File: src/rtl/ir_err_calc.sv
// ir_err_calc
//   Snapshots the eight 12-bit IR readings when a round-complete strobe arrives.
//   Serially accumulates sum((R_i - L_i) << i) for i = 0..3 over four cycles.
//   Publishes the scaled signed error with a one-cycle valid strobe.
//   Tracks consecutive line-absent rounds and flags a lost line.
//
// Build option:
//   IR_ERR_SAT_EN  when defined, clamp the scaled error to [-2048, 2047];
//                  otherwise truncate it to 12 bits.
//
// Parameters:
//   ERR_SHIFT  arithmetic right shift applied to the 17-bit accumulator.
//   LOST_RNDS  consecutive absent rounds before lost_line asserts (1..15).
//
// Ports:
//   clk           system clock, rising edge
//   rst           synchronous active-high reset
//   IR_vld        round-complete strobe (ignored while busy)
//   line_present  line detected this round, sampled with IR_vld
//   IR_R0..IR_R3  right readings, unsigned, index 0 innermost
//   IR_L0..IR_L3  left readings, unsigned
//   error         signed error, positive = line to the right
//   err_vld       one-cycle strobe: error/lost_line updated
//   busy          high while accumulating or publishing
//   lost_line     line absent for >= LOST_RNDS consecutive rounds
module ir_err_calc #(
  parameter int unsigned ERR_SHIFT = 5,
  parameter int unsigned LOST_RNDS = 8
) (
  input  logic        clk,
  input  logic        rst,
  input  logic        IR_vld,
  input  logic        line_present,
  input  logic [11:0] IR_R0,
  input  logic [11:0] IR_R1,
  input  logic [11:0] IR_R2,
  input  logic [11:0] IR_R3,
  input  logic [11:0] IR_L0,
  input  logic [11:0] IR_L1,
  input  logic [11:0] IR_L2,
  input  logic [11:0] IR_L3,
  output logic [11:0] error,
  output logic        err_vld,
  output logic        busy,
  output logic        lost_line
);

  typedef enum logic [1:0] {
    IDLE  = 2'd0,
    ACCUM = 2'd1,
    OUT   = 2'd2
  } state_t;

  state_t             r_state;
  logic [3:0][11:0]   r_rgt;
  logic [3:0][11:0]   r_lft;
  logic               r_line;
  logic signed [16:0] r_acc;
  logic [1:0]         r_idx;
  logic [3:0]         r_absent;
  logic [11:0]        r_error;
  logic               r_err_vld;
  logic               r_busy;
  logic               r_lost;

  logic signed [12:0] w_diff;
  logic signed [16:0] w_diff_ext;
  logic signed [16:0] w_term;
  logic signed [16:0] w_scaled;
  logic [11:0]        w_err_next;
  logic [3:0]         w_absent_next;
  logic               w_lost_next;

  // Zero-extended operands make the 13-bit difference exact for any readings.
  assign w_diff     = $signed({1'b0, r_rgt[r_idx]}) - $signed({1'b0, r_lft[r_idx]});
  assign w_diff_ext = {{4{w_diff[12]}}, w_diff};
  assign w_term     = w_diff_ext <<< r_idx;
  assign w_scaled   = r_acc >>> ERR_SHIFT;

  always_comb begin
    w_err_next = w_scaled[11:0];
`ifdef IR_ERR_SAT_EN
    if (w_scaled > 17'sd2047) begin
      w_err_next = 12'h7FF;
    end else if (w_scaled < -17'sd2048) begin
      w_err_next = 12'h800;
    end
`endif
  end

  always_comb begin
    w_absent_next = r_absent;
    if (r_line) begin
      w_absent_next = '0;
    end else if (r_absent != 4'd15) begin
      w_absent_next = r_absent + 4'd1;
    end
    w_lost_next = (32'(w_absent_next) >= LOST_RNDS);
  end

  always_ff @(posedge clk) begin
    if (rst) begin
      r_state   <= IDLE;
      r_rgt     <= '0;
      r_lft     <= '0;
      r_line    <= 1'b0;
      r_acc     <= '0;
      r_idx     <= '0;
      r_absent  <= '0;
      r_error   <= '0;
      r_err_vld <= 1'b0;
      r_busy    <= 1'b0;
      r_lost    <= 1'b0;
    end else begin
      r_err_vld <= 1'b0;
      case (r_state)
        IDLE: begin
          if (IR_vld) begin
            r_rgt   <= {IR_R3, IR_R2, IR_R1, IR_R0};
            r_lft   <= {IR_L3, IR_L2, IR_L1, IR_L0};
            r_line  <= line_present;
            r_acc   <= '0;
            r_idx   <= '0;
            r_busy  <= 1'b1;
            r_state <= ACCUM;
          end
        end
        ACCUM: begin
          r_acc <= r_acc + w_term;
          r_idx <= r_idx + 2'd1;
          if (r_idx == 2'd3) begin
            r_state <= OUT;
          end
        end
        OUT: begin
          if (r_line) begin
            r_error <= w_err_next;
          end
          r_absent  <= w_absent_next;
          r_lost    <= w_lost_next;
          r_err_vld <= 1'b1;
          r_busy    <= 1'b0;
          r_state   <= IDLE;
        end
        default: begin
          r_busy  <= 1'b0;
          r_state <= IDLE;
        end
      endcase
    end
  end

  assign error     = r_error;
  assign err_vld   = r_err_vld;
  assign busy      = r_busy;
  assign lost_line = r_lost;

endmodule

File: config.mk
export PLATFORM = sky130hd
export DESIGN_NAME = ir_err_calc
export DESIGN_NICKNAME = d
export VERILOG_FILES = /design/src/rtl/ir_err_calc.sv
export SDC_FILE = /design/constraint.sdc
export NUM_CORES = 1
export LEC_CHECK = 0
export ABC_AREA = 1
export CORE_UTILIZATION = 55
export CTS_CLUSTER_SIZE = 8
export DETAILED_ROUTE_END_ITERATION = 10
export PLACE_DENSITY = 0.94
export RECOVER_POWER = 25
export SLEW_MARGIN = 30
export SYNTH_ARGS = -nofsm -noshare
export SYNTH_HDL_FRONTEND = slang
export SYNTH_SLANG_ARGS = --single-unit
File: constraint.sdc
create_clock -name clk -period 11.2 [get_ports clk]
set_clock_uncertainty 0.15 [all_clocks]
set_input_delay 2.24 -clock clk [delete_from_list [all_inputs] [get_ports clk]]
set_output_delay 2.24 -clock clk [all_outputs]
set_load 0.1 [all_outputs]
== Word level (Yosys, flattened, before mapping) ==
Index checks and enable logic that the tools add are counted.
Storage, ports and cells
  flip-flop bits (word level): 137
  input bits: 100
Operators by class
  $add $sub $neg: 4
  magnitude comparators: 2
  equal/unequal tests: 6
  shifts and indexed selects: 1
  multiplexer cells: 16
  bitwise logic cells: 1
  reduce and logical (&&, ||, !) cells: 7
Operator list (count)
  $bmux W12 S2: 2
  $pmux W17 S2: 1
  $mux W12: 2
  $add A17 B17 Y17: 1
  $mux W17: 1
  $sshl A13 B2 Y17: 1
  $sub A12 B12 Y13: 1
  $reduce_and A2 Y1: 5
  $mux W4: 2
  $pmux W2 S2: 2
  $mux W2: 3
  $add A4 B1 Y4 const B: 1
  $eq A2 B2 Y1 const B: 2
  $ge A4 B4 Y1 const B: 1
  $ne A2 B2 Y1 const B: 2
  $ne A4 B4 Y1 const B: 1
  $lt A2 B3 Y1 const B: 1
  $add A2 B1 Y2 const B: 1
  $eq A2 B1 Y1 const B: 1
  $logic_not A2 Y1: 1
  $mux W1: 2
  $pmux W1 S2: 1
  $reduce_bool A2 Y1: 1
  $not A1 Y1: 1

== Logic depth before layout (Yosys ltp) ==
Gate-level depths: netlist of the first run.
  depth after elaboration: 6
  gate-level depth with buffers: 30

== Worst setup path after synthesis of the first run ==
OpenSTA, ideal clock, no wires.
  path kind: register to register
  start: reg r_idx[0]
  end: reg r_acc[12]
  arrival time: 3.476 ns
  required time: 10.918 ns
  path slack: 7.441 ns
  cell stages (with the launch flop): 26
  buffers on the path: 2
  path through: dfxtp_1 > buf_2 > inv_2 > clkbuf_1 > nand2_1 > a32o_1 > ha_1 > fa_1 > o21ai_2 > inv_2 > o21ai_1 > or2_2 > nand3_1 > nand3_1 > nand2_1 > ha_1 > nand2_1 > inv_1 > a21oi_1 > nand2_1 > nand2_1 > nand3_1 > nor2_1 > nor2_1 > nand2_1 > a21oi_1
Between the ends
  word-level cells in the longest chain between the ends: 6
RTL lines
  from (decl): RTL line 59  | logic [1:0] r_idx;
  from (signal assigned): RTL line 130  | r_idx <= r_idx + 2'd1;
  $bmux W12 S2: RTL line 75  | assign w_diff = $signed({1'b0, r_rgt[r_idx]}) - $signed({1'b0, r_lft[r_idx]});
  $mux W12 (implied by the code): RTL line 75
  $sub A12 B12 Y13: RTL line 75
  $sshl A13 B2 Y17 (*): RTL line 77  | assign w_term = w_diff_ext <<< r_idx;
  $add A17 B17 Y17 (*): RTL line 129  | r_acc <= r_acc + w_term;
  $pmux W17 S2 (*): RTL line 116  | case (r_state)
  to (signal assigned): RTL line 129
  to (decl): RTL line 58  | logic signed [16:0] r_acc;
Mark *: on every way between the ends. The rest lies on a longest branch, timed or not. The select of a mux whose other input is x is not followed.
A chain may end at the register's enable or synchronous reset.

== Final worst setup path of the first run ==
  start: in rst
  end: reg r_absent[0]
RTL lines
  from (decl): RTL line 31  | input logic rst,
  to (signal assigned): RTL line 139  | r_absent <= w_absent_next;
  to (decl): RTL line 60  | logic [3:0] r_absent;
No word-level cell between the ends.

==> flow_summary.ini, run 1 <==
[status]
status = finished, violations left
violations = capacitance limit, slew limit

[placement]
place_ws_ns = 6.60
placed_area_um2 = 8340
gp_congestion = 0.917
dp_hpwl_mm = 12.5
dpl.cell_count = 1300
io_buffer_count = 114

[clock_tree]
cts_tree = built
root_buffer = clkbuf_16
h-tree-depth = 4
cts_sinks = 136
clk_latency_ns = 0.43
hold_buffers = 0
cts_buffers = 17
cts.clk_slew.worst_paths_ns = 0.06
cts_max_path_buffers = 2
cts_resized = 0
cts_setup_buffers = 0

[grt]
grt_pass1_vias = 6677
overflow = 0
grt_usage_pct = 28.7
antenna_found_initial = 0
grt_max_degree = 99
grt_pass1_wl_mm = 30.6

[layout]
fin_cells = 1332
num_antenna_cells = 0
area_growth_syn_to_layout_pct = 22.8
fin_nets = 1279
fill_cells = 1053
stdcell_area_um2 = 8890
drive_above_1_share_pct = 5.34

[critical_path]
cp.arrival_ns = 6.70
worstReg2RegEnd = r_acc[12]$_SDFFE_PP0P_
regToRegSetupSlack_ns = 6.32
cp_max_fo = 73
startpoint = rst
timing.rr.start = r_idx[0]$_SDFFE_PP0P_
reg2reg_depth = 24
worstSetupPathType = input port to register
cp.required_ns = 11.21
cp-end-kind = register
crit_path_start_kind = input port

[power_and_ir_drop]
seqPwrFrac_pct = 33.5
p_clk_share_pct = 32.2
ir_drop_mv = 0.114
p_leak_nw = 3.68
swShare_pct = 35.6
p_per_area_nw_per_um2 = 183
p_int_mw = 1.05
combPwrFrac_pct = 34.3
switchingPower_uw = 580
total_power_mw = 1.63

[detailed_routing]
routed_wl_mm = 18.5
vias = 7397
viasPerCell = 5.55
wire_per_inst_um = 13.9
drt_first_pass_iters = 5
detail-route-antenna-nets = 0
drt-initial-drc-count = 643
drc_errors = 0

[yosys]
async_flop_share_pct = 0
synthTopCellsByArea = dfxtp_1 (38%), nand2_1 (21%), a21oi_1 (12%)
synth_cell_types = 45
syn_area_um2 = 7240
synth_ff_type = dfxtp_1
synthCells = 1067
synth_nets = 1199
synth_top_area_cell = dfxtp_1
avgSynthCellArea_um2 = 6.79
synth_top_area_share_pct = 37.6
ys_ff_latch = 136
yosysSeqAreaShare_pct = 37.6
yosysWarnings = 0
synth_edf_count = 0

[floorplan]
io_pins = 115
dieHeight_um = 117
dieArea_um2 = 13600
initial_utilization_pct = 56.9
coreArea_um2 = 12700
floorplan.rows = 41
die_x_um = 117

[run]
cap_violations = 2

[sta]
max_freq_mhz = 149
relSlewSlack_pct = -110
finalHoldViolCount = 0
fin_crit_ns = 6.69
min_period_over_period_pct = 59.7
finalMaxSlewViolations = 139
finalSetupViolCount = 0
tns_ns = 0
tightest_slew_ns = 3.15
rsz0062_at_grt = no
setup_ws_ns = 4.51

[min_path]
hold_path_class = register to register
worstHoldPathCells = 2
holdPathEnd = r_rgt[27]$_SDFFE_PP0P_
hp-start = r_rgt[27]$_SDFFE_PP0P_
worst max path at each step:
stage | cells past startpoint | endpoint | slack (ns)
finish | 3 | r_absent[0]$_SDFFE_PP0P_ | 4.51
CTS | 25 | r_acc[12]$_SDFFE_PP0P_ | 6.56
global route | 3 | r_absent[0]$_SDFFE_PP0P_ | 4.11
floorplan | 25 | r_acc[12]$_SDFFE_PP0P_ | 7.44
global placement | 23 | r_acc[15]$_SDFFE_PP0P_ | 6.73
detailed placement | 25 | r_acc[12]$_SDFFE_PP0P_ | 6.60
through the flow:
step	util [%]	hold WS, ns
after CTS	69.9	0.309
after floorplan	-	0.286
after global placement	65.6	0.296
final	69.9	0.310
after detailed placement	65.6	0.301
after global routing	69.9	0.326
power by group through the flow:
| stage | clock (mW) | sequential (mW) | combinational, mW |
|---|---|---|---|
| after floorplan | 0 | 0.547 | 0.422 |
| after global placement | 0 | 0.551 | 0.532 |
| after detailed placement | 0 | 0.552 | 0.547 |
| after CTS | 0.531 | 0.543 | 0.552 |
| after global routing | 0.554 | 0.548 | 0.635 |
| final | 0.525 | 0.545 | 0.558 |
worst max-delay path, stage by stage:
cell      delay [ns]
clkbuf_1        1.87
clkbuf_1        2.34
nor3_1          0.20
cells in the final DEF (no fill, tap or decap), types with 2 or more instances in the layout:
cell type	synthesis	final
nor4_1	2	2
dfxtp_1	136	135
clkdlybuf4s50_1	0	113
or2_2	3	3
a21oi_1	169	169
nor2_8	2	2
a21o_1	2	2
a21oi_2	3	3
xor2_1	4	4
inv_2	5	5
clkinv_4	0	2
o22ai_1	11	11
clkbuf_1	24	4
nor3_1	5	5
a32oi_1	2	2
fa_1	2	2
nand3b_1	5	5
nand2_2	3	3
o21ai_2	2	2
nand3_1	50	50
nand4_1	3	3
o21ai_1	2	2
o21bai_1	2	2
a32o_1	11	11
ha_1	30	30
xnor2_1	2	2
clkbuf_16	0	17
nand2_1	401	401
inv_1	45	45
inv_6	0	2
clkbuf_8	0	2
clkinv_2	2	7
nor2_1	52	52
buf_4	3	6
o21ai_0	39	39
layout make-up:
type                            instances  area (um^2)  share of cell area, %
Clock buffer                           21          460                   5.18
Clock inverter                         11         97.6                   1.10
Inverter                               52          198                   2.22
Multi-Input combinational cell        819         4010                   45.1
Sequential cell                       136         2720                   30.6
Tap cell                              172          215                   2.42
Timing Repair Buffer                  121         1180                   13.3
per-layer routing:
layer,GRT usage (%),wire (um),vias up
li1,-,-,3689
met1,35.6,7970,3383
met2,48.0,8780,286
met3,6.54,1170,39
met4,12.1,540,0
met5,0,0,-
cells by family after synthesis:
kind of cell	synth area share (%)
flip-flops	37.6
buffers and inverters	7.00
adder cells (fa/ha/maj)	5.74
AND/OR/NAND/NOR	30.0
XOR/XNOR	0.726
AO/OA/AOI/OAI	18.9
synth_stat cells (4+ instances only):
cell type  number
a21oi_1       169
inv_1          45
nor3_1          5
buf_1           5
nand2_1       401
nor2_1         52
nand3_1        50
dfxtp_1       136
o21ai_0        39
buf_6           6
buf_2          22
nand3b_1        5
ha_1           30
o22ai_1        11
a32o_1         11
inv_2           5
xor2_1          4
clkbuf_1       24
state kept, by name, indices dropped and copies added (netlist names):
| name | count |
|---|---|
| r_absent | 4 |
| r_state | 2 |
| r_line | 1 |
| r_idx | 2 |
| busy | 1 |
| r_lft | 48 |
| r_acc | 17 |
| err_vld | 1 |
| error | 12 |
| r_rgt | 48 |
No activity file was read; power rests on OpenSTA's default activity.
==> run 2: changes to the inputs <==
CORE_UTILIZATION = 54   (was 55)
PLACE_DENSITY = 0.92   (was 0.94)
clock period = 6.7 ns   (was 11.2 ns; I/O delays follow)
==> run 2 against run 1 <==
The run still ends with capacitance limit, slew limit left; clock power rose by 80%; sequential power increased by 67%; worst setup slack worse by 3.0 ns; first-iteration DRC count decreased by 22%; count of clock-buffer cells in the layout stayed put; worst hold slack about the same; design area rose by 0.38%; critical path depth up 3; power increased by 72%; sequential share of layout area fell by 0.12 points; non-clock buffer count did not move; combinational power up 70%; critical path type unchanged.
==> flow_summary.ini, run 2 (synthesis results as in run 1) <==
[critical_path]
slowest_stage = clkbuf_1
path_cells = dlygate4sd3_1, nand2_1, nor2_8, clkbuf_1, nand2_1, a21oi_1
cp.required_ns = 6.87
crit_path_start_kind = input port
cp-end-kind = register
worstReg2RegEnd = r_acc[13]$_SDFFE_PP0P_
worstSetupPathType = input port to register
regToRegSetupSlack_ns = 2.28
cp_max_fo = 93
cp.arrival_ns = 5.34
crit_top_cell = nand2_1
slowest_delay_ns = 2.36
reg2reg_depth = 20
timing.rr.start = r_idx[0]$_SDFFE_PP0P_

[placement]
gp_congestion = 0.901
io_buffer_count = 114
dp_hpwl_mm = 13.2
placed_area_um2 = 8340

[sta]
finalMaxSlewViolations = 233
tns_ns = 0
fin_crit_ns = 5.17
min_period_over_period_pct = 77.2
max_freq_mhz = 193
finalSetupViolCount = 0
relSlewSlack_pct = -122
tightest_slew_ns = 3.33
rsz0062_at_grt = no
hold_slack_ns = 0.311
finalHoldViolCount = 0

[min_path]
hold_path_class = register to register
worstHoldPathCells = 2
holdPathEnd = r_lft[35]$_SDFFE_PP0P_
hp-start = r_lft[35]$_SDFFE_PP0P_

[power_and_ir_drop]
p_leak_nw = 3.69
switchingPower_uw = 981
total_power_mw = 2.80
p_per_area_nw_per_um2 = 314
p_int_mw = 1.82
ir_drop_mv = 0.192
swShare_pct = 35.0
combPwrFrac_pct = 33.8
p_clk_share_pct = 33.7
seqPwrFrac_pct = 32.5

[detailed_routing]
vias = 7353
drt-initial-drc-count = 504
viasPerCell = 5.52
detail-route-antenna-nets = 0
routed_wl_mm = 19.1
drc_errors = 0
wire_per_inst_um = 14.4
drt_first_pass_iters = 5

[floorplan]
dieHeight_um = 118
floorplan.rows = 41
initial_utilization_pct = 56.5
io_pins = 115
coreArea_um2 = 12800
die_x_um = 118
dieArea_um2 = 13900

[clock_tree]
root_buffer = clkbuf_16
cts_tree = built
clk_latency_ns = 0.42
cts_setup_buffers = 0
cts_sinks = 136
cts_buffers = 17
cts_max_path_buffers = 2
cts_resized = 0
h-tree-depth = 4
hold_buffers = 0
cts.clk_slew.worst_paths_ns = 0.06

[layout]
area_growth_syn_to_layout_pct = 23.2
reg_top3 = r_lft (48), r_rgt (48), r_acc (17)
fin_nets = 1279
drive_above_1_share_pct = 5.09
fill_cells = 1029
stdcell_area_um2 = 8920
final_common_cell = nand2_1
final_cell_mix = nand2_1 (402), a21oi_1 (169), dfxtp_1 (135)
postLayoutCoreUtil_pct = 69.6
num_antenna_cells = 0

[grt]
grt_pass1_wl_mm = 31.8
overflow = 0
grt_max_degree = 94
grt_pass1_vias = 6987
antenna_found_initial = 0
grt_usage_pct = 28.3

[status]
status = finished, violations left
violations = capacitance limit, slew limit

[run]
cap_violations = 3
-- run 2: layout make-up --
cell class | instances | area, um^2 | share of cell area, %
multi-input combinational | 819 | 4010 | 44.9
clock buffer | 21 | 450 | 5.05
sequential | 136 | 2720 | 30.5
tap | 172 | 215 | 2.41
clock inverter | 10 | 146 | 1.64
inverter | 52 | 198 | 2.22
timing repair buffer | 121 | 1180 | 13.2
-- run 2: worst max-delay path: cells and delay by family --
family / cells / cell delay (ns)
simple gates: 3 / 0.74
compound gates: 1 / 0.29
buf+inv: 2 / 2.92
-- run 2: per-layer routing --
metal	part of all wire, %	up-vias	GRT usage (%)
met5	0	-	0
met4	4.2	0	15.0
met3	5.9	61	5.43
met2	48	284	47.8
met1	42	3330	33.9
li1	-	3678	-
-- run 2: worst max path at each step --
stage / from / to / slack (ns)
floorplan: r_idx[0]$_SDFFE_PP0P_ / r_acc[12]$_SDFFE_PP0P_ / 2.94
global placement: r_idx[0]$_SDFFE_PP0P_ / r_acc[15]$_SDFFE_PP0P_ / 2.60
detailed placement: r_idx[0]$_SDFFE_PP0P_ / r_acc[12]$_SDFFE_PP0P_ / 2.52
CTS: r_idx[0]$_SDFFE_PP0P_ / r_acc[12]$_SDFFE_PP0P_ / 2.45
global route: IR_vld / r_rgt[39]$_SDFFE_PP0P_ / 1.05
finish: IR_vld / r_rgt[39]$_SDFFE_PP0P_ / 1.53
-- run 2: stage by stage --
step / instances / worst slack (ns)
after floorplan: 1067 / 2.94
after global placement: 1300 / 2.60
after detailed placement: 1300 / 2.52
after CTS: 1331 / 2.45
after global routing: 1331 / 1.05
final: 1331 / 1.53
-- run 2: power groups by stage --
stage	Combinational (mW)	Clock [mW]	Sequential, mW
4_1_cts	0.934	0.952	0.908
5_1_grt	1.08	0.983	0.915
3_3_place_gp	0.904	0	0.923
3_5_place_dp	0.923	0	0.924
2_1_floorplan	0.706	0	0.914
6_report	0.948	0.946	0.910
